--- config.mk ---
export PLATFORM = sky130hd
export DESIGN_NAME = seq_detect_prog
export DESIGN_NICKNAME = d
export VERILOG_FILES = /design/src/rtl/seq_detect_prog.sv
export SDC_FILE = /design/constraint.sdc
export NUM_CORES = 1
export LEC_CHECK = 0
export ABC_AREA = 0
export BUFFER_PORTS_ARGS = -buffer_cell sky130_fd_sc_hd__buf_2
export CORE_ASPECT_RATIO = 0.8
export CORE_MARGIN = 4
export CORE_UTILIZATION = 51
export CTS_CLUSTER_SIZE = 14
export DETAILED_ROUTE_END_ITERATION = 8
export GPL_ROUTABILITY_DRIVEN = 0
export HOLD_SLACK_MARGIN = 0.1
export PLACE_DENSITY = 0.72
export SLEW_MARGIN = 0
export SYNTH_ARGS = -nofsm -noshare
export SYNTH_HDL_FRONTEND = slang
export SYNTH_SLANG_ARGS = --single-unit
export TNS_END_PERCENT = 5
--- constraint.sdc ---
create_clock -name clk -period 2.5 [get_ports clk]
set_clock_uncertainty 0.15 [all_clocks]
set_input_delay 0.125 -clock clk [delete_from_list [all_inputs] [get_ports clk]]
set_output_delay 0.125 -clock clk [all_outputs]
set_load 0.02 [all_outputs]
--- src/rtl/seq_detect_prog.sv ---
// -----------------------------------------------------------------------------
// seq_detect_prog
//
// Run-time programmable Moore serial-pattern detector. One serial bit is taken
// per in_valid cycle. The detector tracks how many leading bits of the
// PAT_W-bit pattern are matched so far. It raises `out` while the whole pattern
// is matched and keeps a saturating count of detections. Overlap or restart
// behaviour after a full match is chosen bit by bit through `ovl`.
//
// Ports
//   clk          in   1      rising-edge clock
//   rst          in   1      synchronous active-high reset
//   load         in   1      load pat_in as the new pattern and restart detection
//   pat_in       in   PAT_W  new pattern, MSB is the first bit received
//   in_valid     in   1      qualifies `signal` for this cycle
//   signal       in   1      serial data bit
//   ovl          in   1      1 = overlapping detection, 0 = restart after a match
//   out          out  1      full-pattern match flag (registered)
//   match_count  out  CNT_W  saturating number of detections
// -----------------------------------------------------------------------------
module seq_detect_prog #(
  parameter int               PAT_W   = 4,
  parameter logic [PAT_W-1:0] PATTERN = 4'b1011,
  parameter int               CNT_W   = 8
) (
  input  logic             clk,
  input  logic             rst,
  input  logic             load,
  input  logic [PAT_W-1:0] pat_in,
  input  logic             in_valid,
  input  logic             signal,
  input  logic             ovl,
  output logic             out,
  output logic [CNT_W-1:0] match_count
);

  localparam int               S_W        = $clog2(PAT_W + 1);
  localparam logic [S_W-1:0]   FULL_C     = S_W'(PAT_W);
  localparam logic [S_W-1:0]   ZERO_S_C   = {S_W{1'b0}};
  localparam logic [PAT_W:0]   ONE_H_C    = {{PAT_W{1'b0}}, 1'b1};
  localparam logic [CNT_W-1:0] CNT_MAX_C  = {CNT_W{1'b1}};
  localparam logic [CNT_W-1:0] CNT_ONE_C  = {{(CNT_W-1){1'b0}}, 1'b1};
  localparam logic [CNT_W-1:0] CNT_ZERO_C = {CNT_W{1'b0}};

  // KMP-style failure transition built only from the pattern. The history
  // string h is the matched prefix (or nothing after a non-overlapping match)
  // with the new bit appended. The result is the longest pattern prefix that
  // is also a suffix of h. h is held right-aligned in a PAT_W+1 bit vector,
  // and only its low len_v bits are meaningful.
  function automatic logic [S_W-1:0] next_state_f(
    input logic [PAT_W-1:0] pat_v,
    input logic [S_W-1:0]   s_v,
    input logic             ovl_v,
    input logic             bit_v
  );
    logic [PAT_W:0] h_v;
    logic [PAT_W:0] mask_v;
    logic [PAT_W:0] pre_v;
    logic [S_W-1:0] best_v;
    int             base_v;
    int             len_v;
    if ((s_v == FULL_C) && !ovl_v) begin
      base_v = 0;
    end else begin
      base_v = int'(s_v);
    end
    h_v    = {1'b0, pat_v} >> (PAT_W - base_v);
    h_v    = {h_v[PAT_W-1:0], bit_v};
    len_v  = base_v + 1;
    best_v = ZERO_S_C;
    // Ascending scan, so the longest matching prefix is the one kept.
    for (int k = 1; k <= PAT_W; k++) begin
      mask_v = (ONE_H_C << k) - ONE_H_C;
      pre_v  = {1'b0, pat_v} >> (PAT_W - k);
      if ((k <= len_v) && ((h_v & mask_v) == pre_v)) begin
        best_v = S_W'(k);
      end else begin
        best_v = best_v;
      end
    end
    return best_v;
  endfunction

  logic [S_W-1:0]   s_r;
  logic [PAT_W-1:0] pat_r;
  logic             out_r;
  logic [CNT_W-1:0] cnt_r;
  logic [S_W-1:0]   ns_s;
  logic             hit_s;

  // Next-state and full-match decode for the current serial bit.
  always_comb begin
    ns_s  = next_state_f(pat_r, s_r, ovl, signal);
    hit_s = 1'b0;
    if (ns_s == FULL_C) begin
      hit_s = 1'b1;
    end else begin
      hit_s = 1'b0;
    end
  end

  // State, pattern, match flag and counter registers. Priority is reset,
  // then load, then a valid bit. The match flag is registered together with
  // the state, so it always equals (s_r == PAT_W) and never depends
  // combinationally on `signal`.
  always_ff @(posedge clk) begin
    if (rst) begin
      s_r   <= ZERO_S_C;
      pat_r <= PATTERN;
      out_r <= 1'b0;
      cnt_r <= CNT_ZERO_C;
    end else if (load) begin
      pat_r <= pat_in;
      s_r   <= ZERO_S_C;
      out_r <= 1'b0;
    end else if (in_valid) begin
      s_r   <= ns_s;
      out_r <= hit_s;
      if (hit_s && (cnt_r != CNT_MAX_C)) begin
        cnt_r <= cnt_r + CNT_ONE_C;
      end
    end
  end

  assign out         = out_r;
  assign match_count = cnt_r;

endmodule

==> results of run 1 <==
[sequential cells by signal, summed over array words and instances (netlist names)]
register,cells
match_count,8
pat_r,4
s_r,3
out,1
[layout by cell type, fill, tap and decap left out, types with 2 or more instances in the layout]
| cell type | instances |
|---|---|
| buf_2 | 18 |
| buf_4 | 16 |
| dfxtp_1 | 15 |
| dlygate4sd3_1 | 13 |
| nor2_1 | 11 |
| inv_1 | 9 |
| nand2_1 | 8 |
| nor2b_1 | 8 |
| nand2b_1 | 6 |
| a21oi_1 | 6 |
| o31ai_1 | 6 |
| nand3_1 | 5 |
| and3_1 | 4 |
| o211ai_1 | 4 |
| ha_1 | 4 |
| buf_6 | 4 |
| inv_2 | 3 |
| mux2i_1 | 3 |
| xnor2_1 | 3 |
| o21a_1 | 3 |
| mux2_4 | 3 |
| clkbuf_4 | 3 |
| a21bo_1 | 2 |
| and2_1 | 2 |
| nor3_1 | 2 |
| a311oi_1 | 2 |
| mux2_1 | 2 |
| nor3_2 | 2 |
| or4_1 | 2 |
| o21ai_0 | 2 |
[final timing paths]
path / start / endpoint
max: s_r[1] / match_count[0]
min: load / out
max reg2reg: s_r[1] / match_count[0]
min reg2reg: s_r[1] / s_r[1]
[timing repair]
action	CTS	global route
resized for setup	12	11
hold buffers	13	0
endpoints found under the hold margin	10	0
setup endpoints to repair	11	12
pin swaps	11	9
buffers inserted	3	1
[report_power, final]
part / total, mW / internal [mW] / switching [mW] / leakage (nW)
Sequential: 0.264 / 0.260 / 0.00477 / 0.130
Combinational: 0.144 / 0.0693 / 0.0745 / 0.632
Clock: 0.180 / 0.0888 / 0.0907 / 0.0210
[logic make-up after synthesis]
logic type | share of synthesized area [%]
AND/OR/NAND/NOR | 25.5
adder cells (fa/ha/maj) | 4.91
flip-flops | 25.1
multiplexers | 8.55
AO/OA/AOI/OAI | 24.9
buffers and inverters | 8.25
XOR/XNOR | 2.75
[critical path: cells and delay by family (launching register included)]
family                   cells  cell delay [ns]
multiplexers                 1             0.30
adder cells (fa/ha/maj)      1             0.18
AO/OA/AOI/OAI                3             0.82
buffers and inverters        1             0.17
flip-flops                   1             0.36
AND/OR/NAND/NOR              2             0.58
[synth_stat cells, types with 2 or more instances]
library cell  number
dfxtp_1           16
nor2_1            12
inv_1             10
nor2b_1            9
clkbuf_1           8
nand2_1            8
o31ai_1            7
a21oi_1            6
nand2b_1           6
ha_1               5
mux2_1             5
nand3_1            5
nor3_1             5
and3_1             4
o211ai_1           4
mux2i_1            3
o21a_1             3
or4_1              3
xnor2_1            3
a2111oi_0          2
a21bo_1            2
a22oi_1            2
a311oi_1           2
and2_1             2
buf_6              2
inv_2              2
o21ai_0            2
[per-layer routing]
metal  track usage, %  vias up  share of wire (%)
met5                0        -                  0
met4             1.08        0                1.1
met3             6.01       10                6.8
met2             45.1       51                 49
met1             27.7      663                 43
li1                 -      670                  -
[stage by stage]
step / setup TNS [ns] / instances / setup WS (ns) / util (%)
finish: -1.07 / 237 / -0.155 / 80.1
detailed placement: -1.16 / 216 / -0.280 / 66.0
global placement: -0.565 / 216 / -0.197 / 66.0
floorplan: -0.515 / 159 / -0.116 / -
global route: -1.73 / 237 / -0.206 / 80.1
CTS: -1.67 / 236 / -0.171 / 77.3
[area by class of cell]
type,instances,area [sq um]
clock buffers,4,36.3
fillers,147,452
inverters,12,45.0
multi-input cells,120,988
flip-flops and latches,16,322
well taps,34,42.5
repair buffers,51,385
==> metrics.yaml, run 1 <==
status: "finished with violations"
violations: "setup timing"
wl_per_cell_microns: 15.2
reg2reg_depth: 8
relSlewSlack_pct: 60.7
synth_top_area_cell: "dfxtp_1"
worst_pin_slew_ns: 0.575
startpoint_type: "register"
firstDrtPassIters: 5
synth-edff-count: 0
fmax_ghz: 0.377
power.total_uw: 588
cts-root-buf: "clkbuf_4"
setup_viol: 12
powerDensity_nw_per_um2: 323
r2r_slack_ns: -0.16
fin_ws_ns: -0.155
grt_pass1_vias: 1407
worstHoldPathCells: 3
path_class: "register to register"
period_share_pct: 106
hold_viol_final: 0
crit_chain: "o31a_1, ha_4, o311a_4, or4_4, o2111ai_4, buf_6, nor2_1, mux2_1"
cts.path.max_buffers: 2
cts_tree: "built"
synthesis.nets: 174
numCtsBuffers: 3
holdWs_ns: 0.135
synthFlopType: "dfxtp_1"
synth_area_leaders: "dfxtp_1 (25%), ha_1 (4.9%), mux2_1 (4.4%)"
hp-class: "input pin to register"
clock_latency_ns: 0.29
arrival_ns: 2.70
leakage_nw: 0.783
max-vdd-ir-drop_mv: 0.336
drt_iter0_drc: 104
yosys_warnings: 0
cp_max_fo: 6
ys_seq_area_share_pct: 25.1
drv_slew: 0
synth.top_cell.area_share_pct: 25.1
die_y_microns: 52.7
fin_crit_ns: 2.66
postLayoutCellArea_sq_um: 1820
rows: 15
rsz0062_at_grt: "true"
grtUsageTotal_pct: 23.6
h-tree-depth: 1
syn2layout_area_growth_pct: 42.8
grt_pass1_wl_microns: 6310
synth.avg_cell_area_sq_um: 8.01
start_util_pct: 56.1
place_area_sq_um: 1500
overflow: 0
synth_cell_type_count: 48
nNetsFinal: 219
via_per_inst: 5.88
drc_errors: 0
grt_max_degree: 18
die-area_sq_um: 3370
worstPathRequired_ns: 2.54
ys_ff_latch: 16
wirelength_microns: 3610
io_buffers: 18
syn_inst: 159
antenna_found_initial: 0
vias: 1394
worstSetupEndpointType: "register"
netlist_area_sq_um: 1270
maxCapViolations: 0
io_pins: 19
async_flop_share_pct: 0
path_clk_slew_ns: 0.10
slowest_stage: "or4_4"
ant_nets: 0
diodes: 0
core_sq_um: 2270
die_w_microns: 63.9
drive_above_1_share_pct: 33.5
slowest_delay_ns: 0.53
cts.sinks: 16
dp_hpwl_microns: 2490
No activity file was read; power rests on OpenSTA's default activity.
==> run 2: changes to the inputs <==
--- a/config.mk
+++ b/config.mk
@@ -8,4 +8,5 @@
 export ABC_AREA = 0
 export BUFFER_PORTS_ARGS = -buffer_cell sky130_fd_sc_hd__buf_2
+export CAP_MARGIN = 25
 export CORE_ASPECT_RATIO = 0.8
 export CORE_MARGIN = 4
@@ -14,4 +15,5 @@
 export DETAILED_ROUTE_END_ITERATION = 8
 export GPL_ROUTABILITY_DRIVEN = 0
+export GPL_TIMING_DRIVEN = 0
 export HOLD_SLACK_MARGIN = 0.1
 export PLACE_DENSITY = 0.72
==> constraint.sdc (replaced) <==
create_clock -name clk -period 2.5 [get_ports clk]
set_clock_uncertainty 0.15 [all_clocks]
set_input_delay 0.25 -clock clk [delete_from_list [all_inputs] [get_ports clk]]
set_output_delay 0.25 -clock clk [all_outputs]
set_load 0.02 [all_outputs]
==> run 2 against run 1 <==
Effect of this change:
- the run still ends with setup timing left
- sequential power about the same
- hold slack got worse by 0.0026 ns
- register-to-register slack got worse by 0.10 ns
- via count decreased by 7.1%
- design area decreased by 9.5%
- core utilization decreased by 7.6 points
- final cell count decreased by 7.6%
- fmax decreased by 3.8%
- flip-flop and latch count unchanged
- combinational power decreased by 19%
- largest power group unchanged
==> metrics.yaml, run 2 (synthesis gave the netlist of run 1 again) <==
path_clk_slew_ns: 0.09  # about the same
firstDrtPassIters: 4  # -1
start_util_pct: 56.1  # unchanged
cts.path.max_buffers: 2  # unchanged
largest_reg_flops: 8  # unchanged
power.total_uw: 556  # -5.4%
period_share_pct: 110  # +4.2 points
worst_pin_slew_ns: 0.569  # -0.00526 ns
relSlewSlack_pct: 61.8  # +1.1 points
final_common_cell: "buf_2"
cp_max_fo: 10  # +4
h-tree-depth: 1  # unchanged
rows: 15  # unchanged
fin_ws_ns: -0.260  # -0.105 ns
fill_cells: 174  # +18%
clock_latency_ns: 0.29  # about the same
switchingPower_uw: 158  # -6.9%
cts.sinks: 16  # unchanged
cts-root-buf: "clkbuf_4"
numCtsBuffers: 3  # unchanged
grt_pass1_vias: 1223  # -13%
io_pins: 19  # unchanged
drive_above_1_share_pct: 28.6  # -4.8 points
slowest_delay_ns: 0.53  # about the same
wl_per_cell_microns: 15.6  # +2.2%
p_int_uw: 398  # -4.8%
power_frac_comb_pct: 21.1  # -3.4 points
drc_errors: 0  # unchanged
grtUsageTotal_pct: 21.2  # -2.4 points
leakage_nw: 0.709  # -9.5%
worstPathRequired_ns: 2.54  # about the same
p_seq_share_pct: 47.6  # +2.6 points
die_w_microns: 63.9  # unchanged
grt_max_degree: 11  # -7
vias: 1295  # -7.1%
slowest_stage: "or4_4"
path_buf_inv: 2  # +1
hold_viol_final: 0  # unchanged
arrival_ns: 2.80  # +0.10 ns
io_buffers: 16  # -2
rsz0062_at_grt: "true"
syn2layout_area_growth_pct: 29.3
ff_latch_area_sq_um: 322  # unchanged
via_per_inst: 5.91  # +0.53%
path_class: "register to register"
powerDensity_nw_per_um2: 338  # +4.5%
drt_iter0_drc: 53  # -49%
critPathTopFamily: "compound AO/OA/AOI/OAI gates"
nNetsFinal: 201  # -8.2%
overflow: 0  # unchanged
grt_pass1_wl_microns: 5580  # -12%
violations: "setup timing"
fin_crit_ns: 2.76  # +0.105 ns
drv_slew: 0  # unchanged
max-vdd-ir-drop_mv: 0.309  # -8.0%
crit_chain: "buf_8, o31a_1, ha_4, o311a_4, or4_4, o2111ai_4, buf_6, nor2_1, mux2_4"
wirelength_microns: 3410  # -5.5%
setup_viol: 12  # unchanged
dp_hpwl_microns: 2310  # -7.3%
core_sq_um: 2270  # unchanged
diodes: 0  # unchanged
final_cell_mix: "buf_2 (17), dfxtp_1 (15), nor2_1 (12)"
p_clk_share_pct: 31.3  # +0.8 points
startpoint_type: "register"
die_y_microns: 52.7  # unchanged
swShare_pct: 28.5  # -0.46 points
die-area_sq_um: 3370  # unchanged
hp-class: "input pin to register"
antenna_found_initial: 0  # unchanged
ant_nets: 0  # unchanged
multi_input_area_sq_um: 985  # -0.38%
status: "finished with violations"
cts_tree: "built"
maxCapViolations: 0  # unchanged
worstSetupEndpointType: "register"
pre_cts_ws_ns: -0.270  # +0.0102 ns
fmax_ghz: 0.362  # -3.8%
[run 2: final cells by class]
type                       count  area share (%)
timing repair buffer          22            8.05
tap                           34            2.58
multi-input combinational    120            59.8
sequential                    16            19.5
inverter                      12            2.89
buffer                        11            4.94
clock buffer                   4            2.20
[run 2: per-stage QoR]
stage	std cells	hold WS, ns	utilization (%)	TNS [ns]	cell area [sq um]
3_3_place_gp	209	0.317	63.7	-1.83	1450
6_report	219	0.132	72.5	-2.54	1650
3_5_place_dp	209	0.322	63.7	-2.01	1450
2_1_floorplan	159	0.226	-	-0.515	1330
5_1_grt	219	0.141	72.5	-3.63	1650
4_1_cts	219	0.125	68.2	-2.31	1550
[run 2: timing repair]
action | in CTS | in global routing
setup buffers | 1 | 0
hold buffers | 4 | 0
hold endpoints to repair | 4 | 0
gates resized for setup | 2 | 20
setup endpoints to repair | 12 | 12
gates cloned | 1 | 0
pin swaps | 1 | 6
[run 2: path summary, 6_finish.rpt]
kind / start / endpoint / slack [ns] / cells past startpoint
setup / recovery: s_r[0] / match_count[0] / -0.26 / 9
hold / removal: in_valid / s_r[0] / 0.13 / 3
setup reg to reg: s_r[0] / match_count[0] / -0.26 / 9
hold reg to reg: match_count[6] / match_count[6] / 0.35 / 2
[run 2: worst register-to-register path: stages (launching register included)]
cell and delay, ns:
dfxtp_2 0.35, buf_8 0.13, o31a_1 0.30, ha_4 0.19
o311a_4 0.33, or4_4 0.53, o2111ai_4 0.14, buf_6 0.19
nor2_1 0.06, mux2_4 0.29
[run 2: metal layers]
layer,share of wire [%],up-vias,routed length (microns),track usage (%)
li1,-,641,-,-
met1,49,613,1660,29.3
met2,45,37,1540,33.8
met3,5.9,4,201,5.58
met4,0.56,0,19,2.51
met5,0,-,0,0
[run 2: power by group through the flow]
stage	Clock, mW	Sequential (mW)	Combinational, mW
floorplan	0	0.269	0.0723
global placement	0	0.270	0.0934
detailed placement	0	0.270	0.0968
CTS	0.175	0.264	0.103
global route	0.187	0.266	0.129
finish	0.174	0.265	0.117
==> run 3: changes to the inputs <==
Settings changed: ABC_AREA 0 to 1, CORE_UTILIZATION 51 to 50, PLACE_DENSITY 0.72 to 0.71.
==> run 3 against run 2 <==
Effect of this change:
- the run now ends clean
- core utilization is 3.5 points lower
- register-to-register slack better by 0.39 ns
- non-clock buffer count stayed put
- critical path depth is 6 higher
- via count is 4.5% lower
- hold slack better by 0.091 ns
- critical path type unchanged
- largest power group unchanged
==> metrics.yaml, run 3 <==
hold_viol_final: 0  # unchanged
synthMuxAreaShare_pct: 0  # -8.5 points
fmax_ghz: 0.422  # +17%
h-tree-depth: 1  # unchanged
ys_seq_area_share_pct: 25.9  # +0.76 points
slowest_stage: "dfxtp_4"
wl_per_cell_microns: 13.8  # -12%
start_util_pct: 54.9  # -1.2 points
diodes: 0  # unchanged
path_buf_inv: 3  # +1
grt_pass1_wl_microns: 4820  # -13%
fin_crit_ns: 2.37  # -0.391 ns
reg2reg_to: "match_count[5]"
path_clk_slew_ns: 0.10  # about the same
grt_pass1_vias: 1134  # -7.3%
netlist_area_sq_um: 1240  # -2.9%
grt_max_degree: 11  # unchanged
crit_end: "match_count[5]"
hp-class: "input pin to register"
worstPathRequired_ns: 2.51  # -0.03 ns
cts.path.max_buffers: 2  # unchanged
vias: 1237  # -4.5%
yosys_warnings: 0  # unchanged
yosys.area_share.adder_pct: 5.06  # +0.15 points
worst_pin_slew_ns: 0.611  # +0.0415 ns
synth.top_cell.area_share_pct: 25.9  # +0.76 points
antenna_found_initial: 0  # unchanged
rsz0062_at_grt: "false"
ant_nets: 0  # unchanged
crit_chain: "inv_4, ha_2, inv_2, ha_4, inv_1, nor2_4, nand3_2, nand2_2, nand2_2, nand2_2, nand2_4, nor2_8, nand3_4, nand2_1, a21oi_1"
dp_hpwl_microns: 2120  # -8.3%
ys_ff_latch: 16  # unchanged
syn2layout_area_growth_pct: 25.8
r2r_slack_ns: 0.13  # +0.39 ns
async_flop_share_pct: 0  # unchanged
synthFlopType: "dfxtp_1"
final_util_pct: 69.1  # -3.5 points
overflow: 0  # unchanged
relSlewSlack_pct: 59.3  # -2.5 points
wirelength_microns: 3100  # -9.2%
status: "finished, final reports clean"
startpoint_type: "register"
grtUsageTotal_pct: 18.2  # -3.0 points
maxCapViolations: 0  # unchanged
numCtsBuffers: 3  # unchanged
place_area_sq_um: 1350  # -6.9%
synth_compound_area_share_pct: 9.82  # -15 points
fin_ws_ns: 0.131  # +0.391 ns
synth.avg_cell_area_sq_um: 7.36  # -8.1%
synth_cell_type_count: 27  # -44%
worstSetupEndpointType: "register"
powerDensity_nw_per_um2: 369  # +9.3%
synth_top_family_by_area: "simple AND/OR/NAND/NOR gates"
setup_viol: 0  # -12
cts.sinks: 16  # unchanged
cp_max_fo: 10  # unchanged
die-area_sq_um: 3340  # -0.87%
core_sq_um: 2250  # -0.83%
rows: 15  # unchanged
cts-root-buf: "clkbuf_4"
io_buffers: 16  # unchanged
firstDrtPassIters: 4  # unchanged
final_cell_mix: "nand2_1 (34), buf_2 (17), inv_1 (15), a21oi_1 (14), nand3_1 (14)"
clock_latency_ns: 0.29  # about the same
synthSimpleGateAreaFrac_pct: 41.6  # +16 points
final_common_cell: "nand2_1"
synth-edff-count: 0  # unchanged
synth-xor-area-share_pct: 9.31  # +6.6 points
arrival_ns: 2.38  # -0.42 ns
nNetsFinal: 216  # +7.5%
synthesis.nets: 183  # +5.2%
critPathTopFamily: "simple AND/OR/NAND/NOR gates"
synth_top_area_cell: "dfxtp_1"
synth.most_common_cell: "nand2_1"
drc_errors: 0  # unchanged
cp_common_cell: "nand2_2"
r2r-start: "s_r[0]"
slowest_delay_ns: 0.41  # -0.12 ns
die_w_microns: 63.6  # -0.45%
max-vdd-ir-drop_mv: 0.226  # -27%
holdWs_ns: 0.223  # +0.0907 ns
drt_iter0_drc: 64  # +21%
synthTopCellsByCount: "nand2_1 (34), inv_1 (18), dfxtp_1 (16)"
drv_slew: 0  # unchanged
io_pins: 19  # unchanged
die_y_microns: 52.5  # -0.43%
largest_reg_flops: 8  # unchanged
pre_cts_ws_ns: -0.0278  # +0.242 ns
via_per_inst: 5.50  # -7.0%
synth_area_leaders: "dfxtp_1 (26%), nand2_1 (10%), nand3_1 (6.1%)"
period_share_pct: 94.8  # -16 points
syn_inst: 168  # +5.7%
postLayoutCellArea_sq_um: 1560  # -5.5%
leakage_nw: 0.712  # +0.51%
setup.worst_path.start: "s_r[0]"
reg2reg_depth: 15  # +6
cts_tree: "built"
cp.depth: 15  # +6
drive_above_1_share_pct: 29.0  # +0.35 points
path_class: "register to register"
## run 3: cell count changes in the layout (fill, tap and decap cells not counted), moves of 7 or more
| cell | delta |
|---|---|
| a21oi_1 | +9 |
| nand2_1 | +26 |
| nand3_1 | +9 |
| nor2b_1 | -8 |
| inv_1 | +7 |
| nand4_1 | +11 |
## run 3: repair_timing
item | CTS | global route
buffers inserted | 0 | 4
hold buffers | 6 | 1
pin swaps | 0 | 11
resized for setup | 1 | 16
cloned | 0 | 2
hold endpoints to repair | 5 | 1
setup endpoints to repair | 8 | 12
## run 3: where the power goes
group | total (mW) | leakage (nW) | internal, mW | switching (mW)
clock network | 0.177 | 0.0210 | 0.0887 | 0.0882
registers | 0.271 | 0.132 | 0.259 | 0.0115
logic | 0.126 | 0.559 | 0.0545 | 0.0718
total | 0.574 | 0.712 | 0.403 | 0.172
## run 3: area by class of cell
type | count | area, sq um
Multi-Input combinational cell | 129 | 885
Fill cell | 186 | 697
Sequential cell | 16 | 329
Timing Repair Buffer | 27 | 180
Inverter | 18 | 70.1
Clock buffer | 4 | 36.3
Tap cell | 25 | 31.3
Buffer | 6 | 23.8
## run 3: how the worst min path moves through the flow
stage | start | end | slack (ns) | cells past startpoint
2_1_floorplan | pat_in[1] | pat_r[1] | 0.22 | 2
6_report | load | pat_r[3] | 0.22 | 2
3_3_place_gp | out | out | 0.31 | 2
5_1_grt | load | pat_r[0] | 0.24 | 2
4_1_cts | in_valid | s_r[1] | 0.11 | 3
3_5_place_dp | pat_in[3] | pat_r[3] | 0.33 | 3
## run 3: per-stage QoR
stage	std cells	total power, mW	setup TNS [ns]
global route	225	0.610	0
detailed placement	209	0.375	-0.130
floorplan	168	0.351	0
finish	225	0.574	0
global placement	209	0.371	0
CTS	219	0.555	0
## run 3: layer usage
layer | share of wire [%] | wire length, microns | up-vias | GRT usage (%)
li1 | - | - | 627 | -
met1 | 47 | 1470 | 566 | 22.1
met2 | 46 | 1410 | 38 | 32.9
met3 | 5.8 | 179 | 6 | 4.51
met4 | 1.3 | 39 | 0 | 3.23
met5 | 0 | 0 | - | 0
## run 3: worst reg2reg max path, cell delays in order, from the launching register on
cell	delay [ns]
dfxtp_4	0.41
inv_4	0.07
ha_2	0.16
inv_2	0.04
ha_4	0.25
inv_1	0.05
nor2_4	0.20
nand3_2	0.09
nand2_2	0.10
nand2_2	0.07
nand2_2	0.07
nand2_4	0.09
nor2_8	0.20
nand3_4	0.13
nand2_1	0.09
a21oi_1	0.06
## run 3: kinds of logic (layout without fill, tap and decap cells)
kind of cell    Yosys count  after routing
fa+ha+maj                 5              5
simple gates             91             93
xor+xnor                 11             11
buf+inv                  25             55
compound gates           20             20
flops                    16             16
